==> config.mk <==
export PLATFORM = sky130hd
export DESIGN_NAME = alu_issue_sequencer
export DESIGN_NICKNAME = d
export VERILOG_FILES = /design/src/rtl/alu_pkg.sv /design/src/rtl/alu_imm_extend.sv /design/src/rtl/alu_issue_sequencer.sv
export SDC_FILE = /design/constraint.sdc
export NUM_CORES = 1
export LEC_CHECK = 0
export CORE_ASPECT_RATIO = 1.2
export CORE_UTILIZATION = 40
export CTS_BUF_LIST = sky130_fd_sc_hd__clkbuf_8
export DETAILED_ROUTE_END_ITERATION = 10
export PLACE_DENSITY = 0.93
export SYNTH_ARGS = -nofsm -noshare
export SYNTH_HDL_FRONTEND = slang
export SYNTH_SLANG_ARGS = --single-unit
==> constraint.sdc <==
create_clock -name clk -period 2.3 [get_ports clk]
set_input_delay 0.69 -clock clk [delete_from_list [all_inputs] [get_ports clk]]
set_output_delay 0.69 -clock clk [all_outputs]
set_load 0.02 [all_outputs]
==> src/rtl/alu_pkg.sv <==
// Shared definitions for the ALU issue path: opcodes, instruction field slices,
// sequencer state encoding and the opcode legality / immediate-extension helpers.
package alu_pkg;

    localparam logic [5:0] OP_ADD   = 6'd8;
    localparam logic [5:0] OP_ADDI  = 6'd9;
    localparam logic [5:0] OP_SUB   = 6'd10;
    localparam logic [5:0] OP_LUI   = 6'd11;
    localparam logic [5:0] OP_DIV   = 6'd12;
    localparam logic [5:0] OP_MULT  = 6'd13;
    localparam logic [5:0] OP_DIVI  = 6'd14;
    localparam logic [5:0] OP_MULTI = 6'd15;
    localparam logic [5:0] OP_SLL   = 6'd16;
    localparam logic [5:0] OP_SRA   = 6'd17;
    localparam logic [5:0] OP_SRL   = 6'd18;
    localparam logic [5:0] OP_AND   = 6'd20;
    localparam logic [5:0] OP_ANDI  = 6'd21;
    localparam logic [5:0] OP_OR    = 6'd22;
    localparam logic [5:0] OP_ORI   = 6'd23;
    localparam logic [5:0] OP_XOR   = 6'd24;
    localparam logic [5:0] OP_XORI  = 6'd25;
    localparam logic [5:0] OP_NOR   = 6'd26;

    localparam int OPCODE_MSB = 31;
    localparam int OPCODE_LSB = 26;
    localparam int RD_MSB     = 25;
    localparam int RD_LSB     = 21;
    localparam int IMM_MSB    = 15;
    localparam int IMM_LSB    = 0;
    localparam int SHAMT_MSB  = 10;
    localparam int SHAMT_LSB  = 6;

    typedef enum logic [1:0] {
        ST_IDLE,
        ST_LAUNCH,
        ST_WAIT,
        ST_RESULT
    } seq_state_e;

    function automatic logic is_legal_op(input logic [5:0] op);
        return ((op >= OP_ADD) && (op <= OP_SRL)) || ((op >= OP_AND) && (op <= OP_NOR));
    endfunction

    // Logical-immediate forms and LUI take the raw 16 bits; everything else is signed.
    function automatic logic [31:0] imm_extend(input logic [5:0] op, input logic [15:0] imm);
        if ((op == OP_LUI) || (op == OP_ANDI) || (op == OP_ORI) || (op == OP_XORI)) begin
            return {16'h0000, imm};
        end
        return {{16{imm[15]}}, imm};
    endfunction

endpackage

==> src/rtl/alu_imm_extend.sv <==
// Combinational immediate extension (opcode + imm16 -> 32-bit operand),
// shared by any issue stage feeding the ALU exec element.
module alu_imm_extend
    import alu_pkg::*;
(
    input  logic [5:0]  opcode_i,
    input  logic [15:0] imm16_i,
    output logic [31:0] const16_x_o
);

    assign const16_x_o = imm_extend(opcode_i, imm16_i);

endmodule

==> src/rtl/alu_issue_sequencer.sv <==
// Single-outstanding issue sequencer in front of AluExecElement.
// Optional WAIT watchdog enabled by defining ALU_ISSUE_TIMEOUT_EN.
module alu_issue_sequencer
    import alu_pkg::*;
#(
    parameter int LAUNCH_CYCLES  = 2,
    parameter int TIMEOUT_CYCLES = 64
) (
    input  logic        clk,
    input  logic        reset,
    input  logic        inst_valid,
    output logic        inst_ready,
    input  logic [31:0] inst,
    input  logic [31:0] rs_val,
    input  logic [31:0] rt_val,
    output logic        elem_reset,
    output logic [5:0]  inst_num,
    output logic [31:0] const16_x,
    output logic [4:0]  shift5,
    output logic [31:0] rs,
    output logic [31:0] rt,
    input  logic        completed,
    input  logic [31:0] out,
    output logic        res_valid,
    input  logic        res_ready,
    output logic [31:0] res_data,
    output logic [4:0]  res_dest,
    output logic        res_err
);

    localparam int LCW = $clog2(LAUNCH_CYCLES + 1);

    seq_state_e  state_q, state_d;
    logic [LCW-1:0] launch_cnt_q, launch_cnt_d;
    logic [5:0]  opcode_q;
    logic [4:0]  rd_q;
    logic [15:0] imm16_q;
    logic [4:0]  shamt_q;
    logic [31:0] rs_q, rt_q;
    logic [31:0] res_data_q, res_data_d;
    logic        res_err_q, res_err_d;
    logic        accept;

    // rt field of the word is carried separately as rt_val, so its bits are not needed here.
    logic unused_inst_bits;
    assign unused_inst_bits = ^inst[20:16];

`ifdef ALU_ISSUE_TIMEOUT_EN
    localparam int TCW = $clog2(TIMEOUT_CYCLES + 1);
    logic [TCW-1:0] wd_cnt_q, wd_cnt_d;
`else
    logic [31:0] unused_timeout_cycles;
    assign unused_timeout_cycles = 32'(TIMEOUT_CYCLES);
`endif

    assign inst_ready = !reset && (state_q == ST_IDLE);
    assign accept     = inst_ready && inst_valid;
    // The element stays parked in reset everywhere except while it is computing.
    assign elem_reset = reset || (state_q != ST_WAIT);
    assign res_valid  = !reset && (state_q == ST_RESULT);

    assign inst_num = opcode_q;
    assign shift5   = shamt_q;
    assign rs       = rs_q;
    assign rt       = rt_q;
    assign res_data = res_data_q;
    assign res_err  = res_err_q;
    assign res_dest = rd_q;

    alu_imm_extend u_imm_extend (
        .opcode_i    (opcode_q),
        .imm16_i     (imm16_q),
        .const16_x_o (const16_x)
    );

    always_comb begin
        // NOTE: every signal gets a default first so no path can infer a latch.
        state_d      = state_q;
        launch_cnt_d = launch_cnt_q;
        res_data_d   = res_data_q;
        res_err_d    = res_err_q;
`ifdef ALU_ISSUE_TIMEOUT_EN
        wd_cnt_d     = wd_cnt_q;
`endif
        unique case (state_q)
            ST_IDLE: begin
                if (accept) begin
                    if (is_legal_op(inst[OPCODE_MSB:OPCODE_LSB])) begin
                        state_d      = ST_LAUNCH;
                        launch_cnt_d = '0;
                    end else begin
                        state_d    = ST_RESULT;
                        res_data_d = '0;
                        res_err_d  = 1'b1;
                    end
                end
            end
            ST_LAUNCH: begin
                // completed is deliberately ignored here: it may still reflect the previous op.
                if (launch_cnt_q == LCW'(LAUNCH_CYCLES - 1)) begin
                    state_d = ST_WAIT;
`ifdef ALU_ISSUE_TIMEOUT_EN
                    wd_cnt_d = '0;
`endif
                end else begin
                    launch_cnt_d = launch_cnt_q + LCW'(1);
                end
            end
            ST_WAIT: begin
                if (completed) begin
                    state_d    = ST_RESULT;
                    res_data_d = out;
                    res_err_d  = 1'b0;
                end
`ifdef ALU_ISSUE_TIMEOUT_EN
                else if (wd_cnt_q == TCW'(TIMEOUT_CYCLES - 1)) begin
                    state_d    = ST_RESULT;
                    res_data_d = '0;
                    res_err_d  = 1'b1;
                end else begin
                    wd_cnt_d = wd_cnt_q + TCW'(1);
                end
`endif
            end
            ST_RESULT: begin
                if (res_ready) begin
                    state_d = ST_IDLE;
                end
            end
            default: state_d = ST_IDLE;
        endcase
    end

    // NOTE: sequential state uses non-blocking assignments so all registers update together.
    always_ff @(posedge clk) begin
        if (reset) begin
            state_q      <= ST_IDLE;
            launch_cnt_q <= '0;
            opcode_q     <= '0;
            rd_q         <= '0;
            imm16_q      <= '0;
            shamt_q      <= '0;
            rs_q         <= '0;
            rt_q         <= '0;
            res_data_q   <= '0;
            res_err_q    <= 1'b0;
`ifdef ALU_ISSUE_TIMEOUT_EN
            wd_cnt_q     <= '0;
`endif
        end else begin
            state_q      <= state_d;
            launch_cnt_q <= launch_cnt_d;
            res_data_q   <= res_data_d;
            res_err_q    <= res_err_d;
`ifdef ALU_ISSUE_TIMEOUT_EN
            wd_cnt_q     <= wd_cnt_d;
`endif
            if (accept) begin
                opcode_q <= inst[OPCODE_MSB:OPCODE_LSB];
                rd_q     <= inst[RD_MSB:RD_LSB];
                imm16_q  <= inst[IMM_MSB:IMM_LSB];
                shamt_q  <= inst[SHAMT_MSB:SHAMT_LSB];
                rs_q     <= rs_val;
                rt_q     <= rt_val;
            end
        end
    end

endmodule

==> results of run 1 <==
## cells in the mapped netlist
cell / number / area [um2]
nand3_1: 66 / 330
o31ai_1: 2 / 15.0
buf_4: 22 / 165
nor2_1: 8 / 30.0
a221oi_1: 3 / 26.3
o22ai_1: 1 / 6.26
o31a_1: 1 / 8.76
o211a_1: 1 / 10.0
clkbuf_1: 22 / 82.6
mux2_2: 1 / 11.3
buf_1: 6 / 22.5
a211oi_1: 2 / 15.0
nor4bb_1: 1 / 10.0
ha_1: 6 / 75.1
nor3_1: 1 / 5.00
a31o_2: 1 / 8.76
a221oi_2: 24 / 360
nand3b_2: 1 / 11.3
nand3b_1: 25 / 188
a21oi_1: 2 / 10.0
nor3b_1: 1 / 7.51
xnor2_1: 1 / 8.76
a31o_1: 1 / 8.76
o2bb2ai_4: 1 / 27.5
a311oi_1: 1 / 8.76
nand2_1: 218 / 818
dfxtp_1: 128 / 2560
buf_2: 8 / 40.0
nor2b_1: 6 / 37.5
mux2i_1: 6 / 60.1
and3b_1: 1 / 8.76
buf_6: 4 / 45.0
or4_1: 1 / 7.51
o21ai_2: 1 / 8.76
inv_1: 35 / 131
a2111oi_4: 1 / 27.5
a311oi_2: 1 / 15.0
nand2b_1: 6 / 37.5
## repair_timing
| action | CTS | global route |
|---|---|---|
| pin swaps | 2 | 2 |
| gates cloned | 0 | 0 |
| resized for setup | 73 | 15 |
| setup buffers | 0 | 0 |
| endpoints found under the setup margin | 19 | 29 |
| hold buffers | 0 | 0 |
## metrics by stage
stage / instance area, um2 / utilization
2_1_floorplan: 5250 / -
3_5_place_dp: 8140 / 0.639
3_3_place_gp: 8140 / 0.639
6_report: 8510 / 0.669
4_1_cts: 8480 / 0.667
5_1_grt: 8510 / 0.669
## worst paths after layout
kind | slack [ns] | to | cells after the start
worst min register to register | 0.45 | imm16_q[12] | 2
worst max register to register | 0.24 | res_data[6] | 8
worst max-delay path | -0.06 | const16_x[17] | 6
worst min-delay path | 0.45 | imm16_q[12] | 2
## routing by layer
metal	GRT usage	vias to the layer above	wire length, um
met2	0.385	181	7830
met4	0.118	0	536
met3	0.0607	42	1000
li1	-	2509	-
met5	0	-	0
met1	0.239	2299	6060
## cells by family after synthesis
family,Yosys count,synth area share
multiplexers,7,0.0136
XOR/XNOR,1,0.00167
flip-flops,128,0.488
AO/OA/AOI/OAI,43,0.106
AND/OR/NAND/NOR,335,0.284
buffers and inverters,97,0.0927
adder cells (fa/ha/maj),6,0.0143
## cell type report
class / instances / area [um2]
fillers: 999 / 4210
repair buffers: 299 / 2950
flip-flops and latches: 128 / 2570
multi-input cells: 392 / 2230
clock buffers: 19 / 262
well taps: 164 / 205
clock inverters: 12 / 159
inverters: 35 / 131
## sequential cells by signal, indices dropped and copies added (netlist names)
signal / cells
res_dest: 5
state_q: 2
inst_num: 6
res_data: 32
imm16_q: 16
rs: 32
rt: 32
launch_cnt_q: 2
res_err: 1
## worst max-delay path: stages (launching register included)
cell,delay (ns)
dfxtp_2,0.33
xnor2_1,0.12
nor2_1,0.13
a21oi_2,0.07
o31a_1,0.28
buf_12,0.16
buf_2,0.15
## where the power goes
| part | total, uW | switching, uW | internal [uW] |
|---|---|---|---|
| sequential | 3020 | 274 | 2740 |
| clock | 2050 | 915 | 1130 |
| combinational | 4320 | 2300 | 2020 |
==> impl_metrics.toml, run 1 <==
[run_status]
status = "finished, violations left"
violations = "setup timing"

[job]
cap_violations = 0

[layout]
finalNetCount = 1012
final_common_cell = "clkdlybuf4s50_1"
drive_gt1_frac = 0.128
fin_cells = 1049
most-common-layout-cells = "clkdlybuf4s50_1, nand2_1, dfxtp_1"
antenna_cells = 0
area_growth_pct = 62.1

[clocking]
clock_sink_count = 128
cts_htree_levels = 4
clkLatencyLatePin_ns = 0.42
clockBufferDepth = 2
clk_pin_slew_ns = 0.08
cts_tree = "built"
ctsRootBufferMaster = "clkbuf_8"
cts_buffers = 17

[floorplanning]
core_um2 = 12700
die-area_um2 = 13600
num_io_pins = 281
initial_core_util = 0.413
num_rows = 45
fp.dieW_um = 107
die_h_um = 128

[drt]
wl_per_cell_um = 14.7
totalWireLength_um = 15400
vias = 5031
vias_per_cell = 4.80
ant_nets = 0
dr.pass1.iters = 4
drcViolationCount = 0
drt_iter0_markers = 232

[timing]
period_needed_ns = 2.36
fin_tns_setup_ns = -0.882
slew_headroom = 0.513
clock.fmax_ghz = 0.424
slew_viol_final = 0
setup_slack_ns = -0.0563
setup_violations = 16
timing.final.hold_violations = 0
worst_slew_pin_slew_ns = 0.731
fin_hold_ws_ns = 0.454
fin_crit_sh = 1.02
grt_setup_unrepaired = "yes"
fin_worst_skew_ns = 0.00687

[setup_path]
end_kind = "output port"
reg2reg_from = "state_q[0]"
crit_arrival_ns = 1.67
crit_fanout = 16
crit_type = "reg -> out"
cp.required_ns = 1.61
setup.worst_path.start = "inst_num[4]"
cp-start-kind = "register"

[placement]
post-place-cells = 1018
dp_hpwl_um = 11000
place_congestion = 0.774
post-place-ws_ns = -0.231
port_buffers = 275

[pwr]
ir_drop_v = 0.000702
power.total_uw = 9390
p_per_area_nw_per_um2 = 1100
p_leak_uw = 0.00358

[synthesis]
synth_area_um2 = 5250
yosysSeqAreaShare = 0.488
synth.net_count = 756
syn_inst = 617
synth_warnings = 0
ys_types = 38
syn_avg_cell_area_um2 = 8.51
ys_ff_latch = 128

[global_route]
grt_pass1_vias = 5008
grt_max_degree = 91
grt_overflow_total = 0
grt_usage = 0.220
antenna_found_initial = 0
grt_first_pass_wirelength_um = 23600

[min_path]
hp-start = "imm16_q[12]"
hold_class = "reg -> reg"
Note: power is estimated with default switching activity, not from simulation.
==> run 2, diff against run 1 <==
- ABC_CLOCK_PERIOD_IN_PS: not set -> 2300
- REMOVE_ABC_BUFFERS: not set -> 1
==> impl_metrics.toml, run 2 (synthesis results as in run 1) <==
[run_status]
status = "finished, violations left"
violations = "setup timing"

[setup_path]
cp-start-kind = "register"
crit_slowest_cell = "dfxtp_2"
end_kind = "output port"
crit_type = "reg -> out"
crit_arrival_ns = 1.70
critPathTopFamily = "buffers and inverters"
path_buf_inv = 3
crit_fanout = 15
max_stage_delay_ns = 0.34
path_cells = "xnor2_1 -> nor2_1 -> a21oi_1 -> o31a_1 -> buf_12 -> buf_4 -> buf_6"
cp.required_ns = 1.61

[timing]
worst_slew_pin_slew_ns = 0.440
grt_setup_unrepaired = "yes"
slew_headroom = 0.707
fin_worst_skew_ns = 0.00779
timing.final.hold_violations = 0
clock.fmax_ghz = 0.418
setup_slack_ns = -0.0941
slew_viol_final = 0
setup_violations = 2
fin_tns_setup_ns = -0.188
fin_crit_sh = 1.04
period_needed_ns = 2.39

[pwr]
combPwrFrac = 0.466
p_sw_uw = 3430
p_int_uw = 5710
ir_drop_v = 0.000715
clkPwrFrac = 0.205
pwr-share-seq = 0.329
p_per_area_nw_per_um2 = 1080
p_leak_uw = 0.00354
switching_share = 0.375
power.total_uw = 9150

[layout]
multi_input_area_um2 = 2220
drive_gt1_frac = 0.123
ff_latch_area_um2 = 2560
area_growth_pct = 60.6
most-common-layout-cells = "clkdlybuf4s50_1, nand2_1, dfxtp_1"
antenna_cells = 0
final_common_cell = "clkdlybuf4s50_1"
final_cell_area_um2 = 8440
finalNetCount = 1013
fin_cells = 1049
fillers = 1022

[floorplanning]
num_rows = 45
core_um2 = 12700
die_h_um = 128
num_io_pins = 281
fp.dieW_um = 107
die-area_um2 = 13600
initial_core_util = 0.413

[clocking]
clk_pin_slew_ns = 0.07
clockBufferDepth = 2
cts_buffers = 17
cts_hold_buf = 0
cts_tree = "built"
clock_sink_count = 128
ctsRootBufferMaster = "clkbuf_8"
clkLatencyLatePin_ns = 0.41
cts_htree_levels = 4

[placement]
dp_hpwl_um = 10900
post-place-ws_ns = -0.160
dpl_cell_area_um2 = 8120
place_congestion = 0.776
port_buffers = 275
post-place-cells = 1017

[global_route]
grt_pass1_vias = 5208
grt_first_pass_wirelength_um = 24400
grt_overflow_total = 0
grt_max_degree = 91
antenna_found_initial = 0
grt_usage = 0.225

[drt]
totalWireLength_um = 15300
drt_iter0_markers = 231
vias = 5093
ant_nets = 0
wl_per_cell_um = 14.6
dr.pass1.iters = 5
vias_per_cell = 4.86
drcViolationCount = 0

[job]
cap_violations = 0

[min_path]
hold_class = "reg -> reg"
run 2: what timing repair did:
action | 4_1_cts | 5_1_grt
endpoints found under the setup margin | 19 | 18
gates resized for setup | 42 | 38
buffers inserted | 2 | 0
hold endpoints to repair | 0 | 0
run 2: worst paths after layout:
kind                    start  depth (start not counted)  slack, ns            end
setup / recovery  inst_num[4]                          7      -0.09  const16_x[19]
hold / removal         rs[10]                          2       0.45         rs[10]
setup reg to reg   state_q[0]                          8       0.17    res_data[7]
hold reg to reg        rs[10]                          2       0.45         rs[10]
run 2: power groups by stage:
| stage | Sequential, uW | Combinational (uW) | Clock [uW] |
|---|---|---|---|
| after floorplan | 3660 | 1640 | 0 |
| after global placement | 3020 | 4240 | 0 |
| after detailed placement | 3060 | 4310 | 0 |
| after CTS | 3010 | 4310 | 1930 |
| after global routing | 3060 | 4580 | 2010 |
| final | 3010 | 4270 | 1870 |
run 2: layout make-up:
cell class / count / share of cell area
timing repair buffer: 300 / 0.348
sequential: 128 / 0.304
multi-input combinational: 392 / 0.263
clock buffer: 19 / 0.0310
tap: 164 / 0.0243
inverter: 35 / 0.0156
clock inverter: 11 / 0.0139
run 2: per-layer routing:
layer | GRT usage | vias to the layer above | part of all wire
met3 | 0.0719 | 17 | 0.075
met2 | 0.408 | 195 | 0.51
li1 | - | 2511 | -
met5 | 0 | - | 0
met1 | 0.242 | 2370 | 0.40
met4 | 0.0838 | 0 | 0.016
run 2: stage by stage:
| step | hold slack (ns) | util |
|---|---|---|
| 5_1_grt | 0.471 | 0.663 |
| 2_1_floorplan | 0.449 | - |
| 3_3_place_gp | 0.440 | 0.638 |
| 6_report | 0.452 | 0.663 |
| 4_1_cts | 0.456 | 0.667 |
| 3_5_place_dp | 0.445 | 0.638 |
run 2: worst register-to-register path, stage by stage, from the launching register on:
cell and delay [ns]:
dfxtp_2 0.34, inv_1 0.10, ha_1 0.18, buf_4 0.31
mux2_2 0.45, nand2_1 0.14, o2bb2ai_4 0.08, buf_12 0.17
a221oi_1 0.27
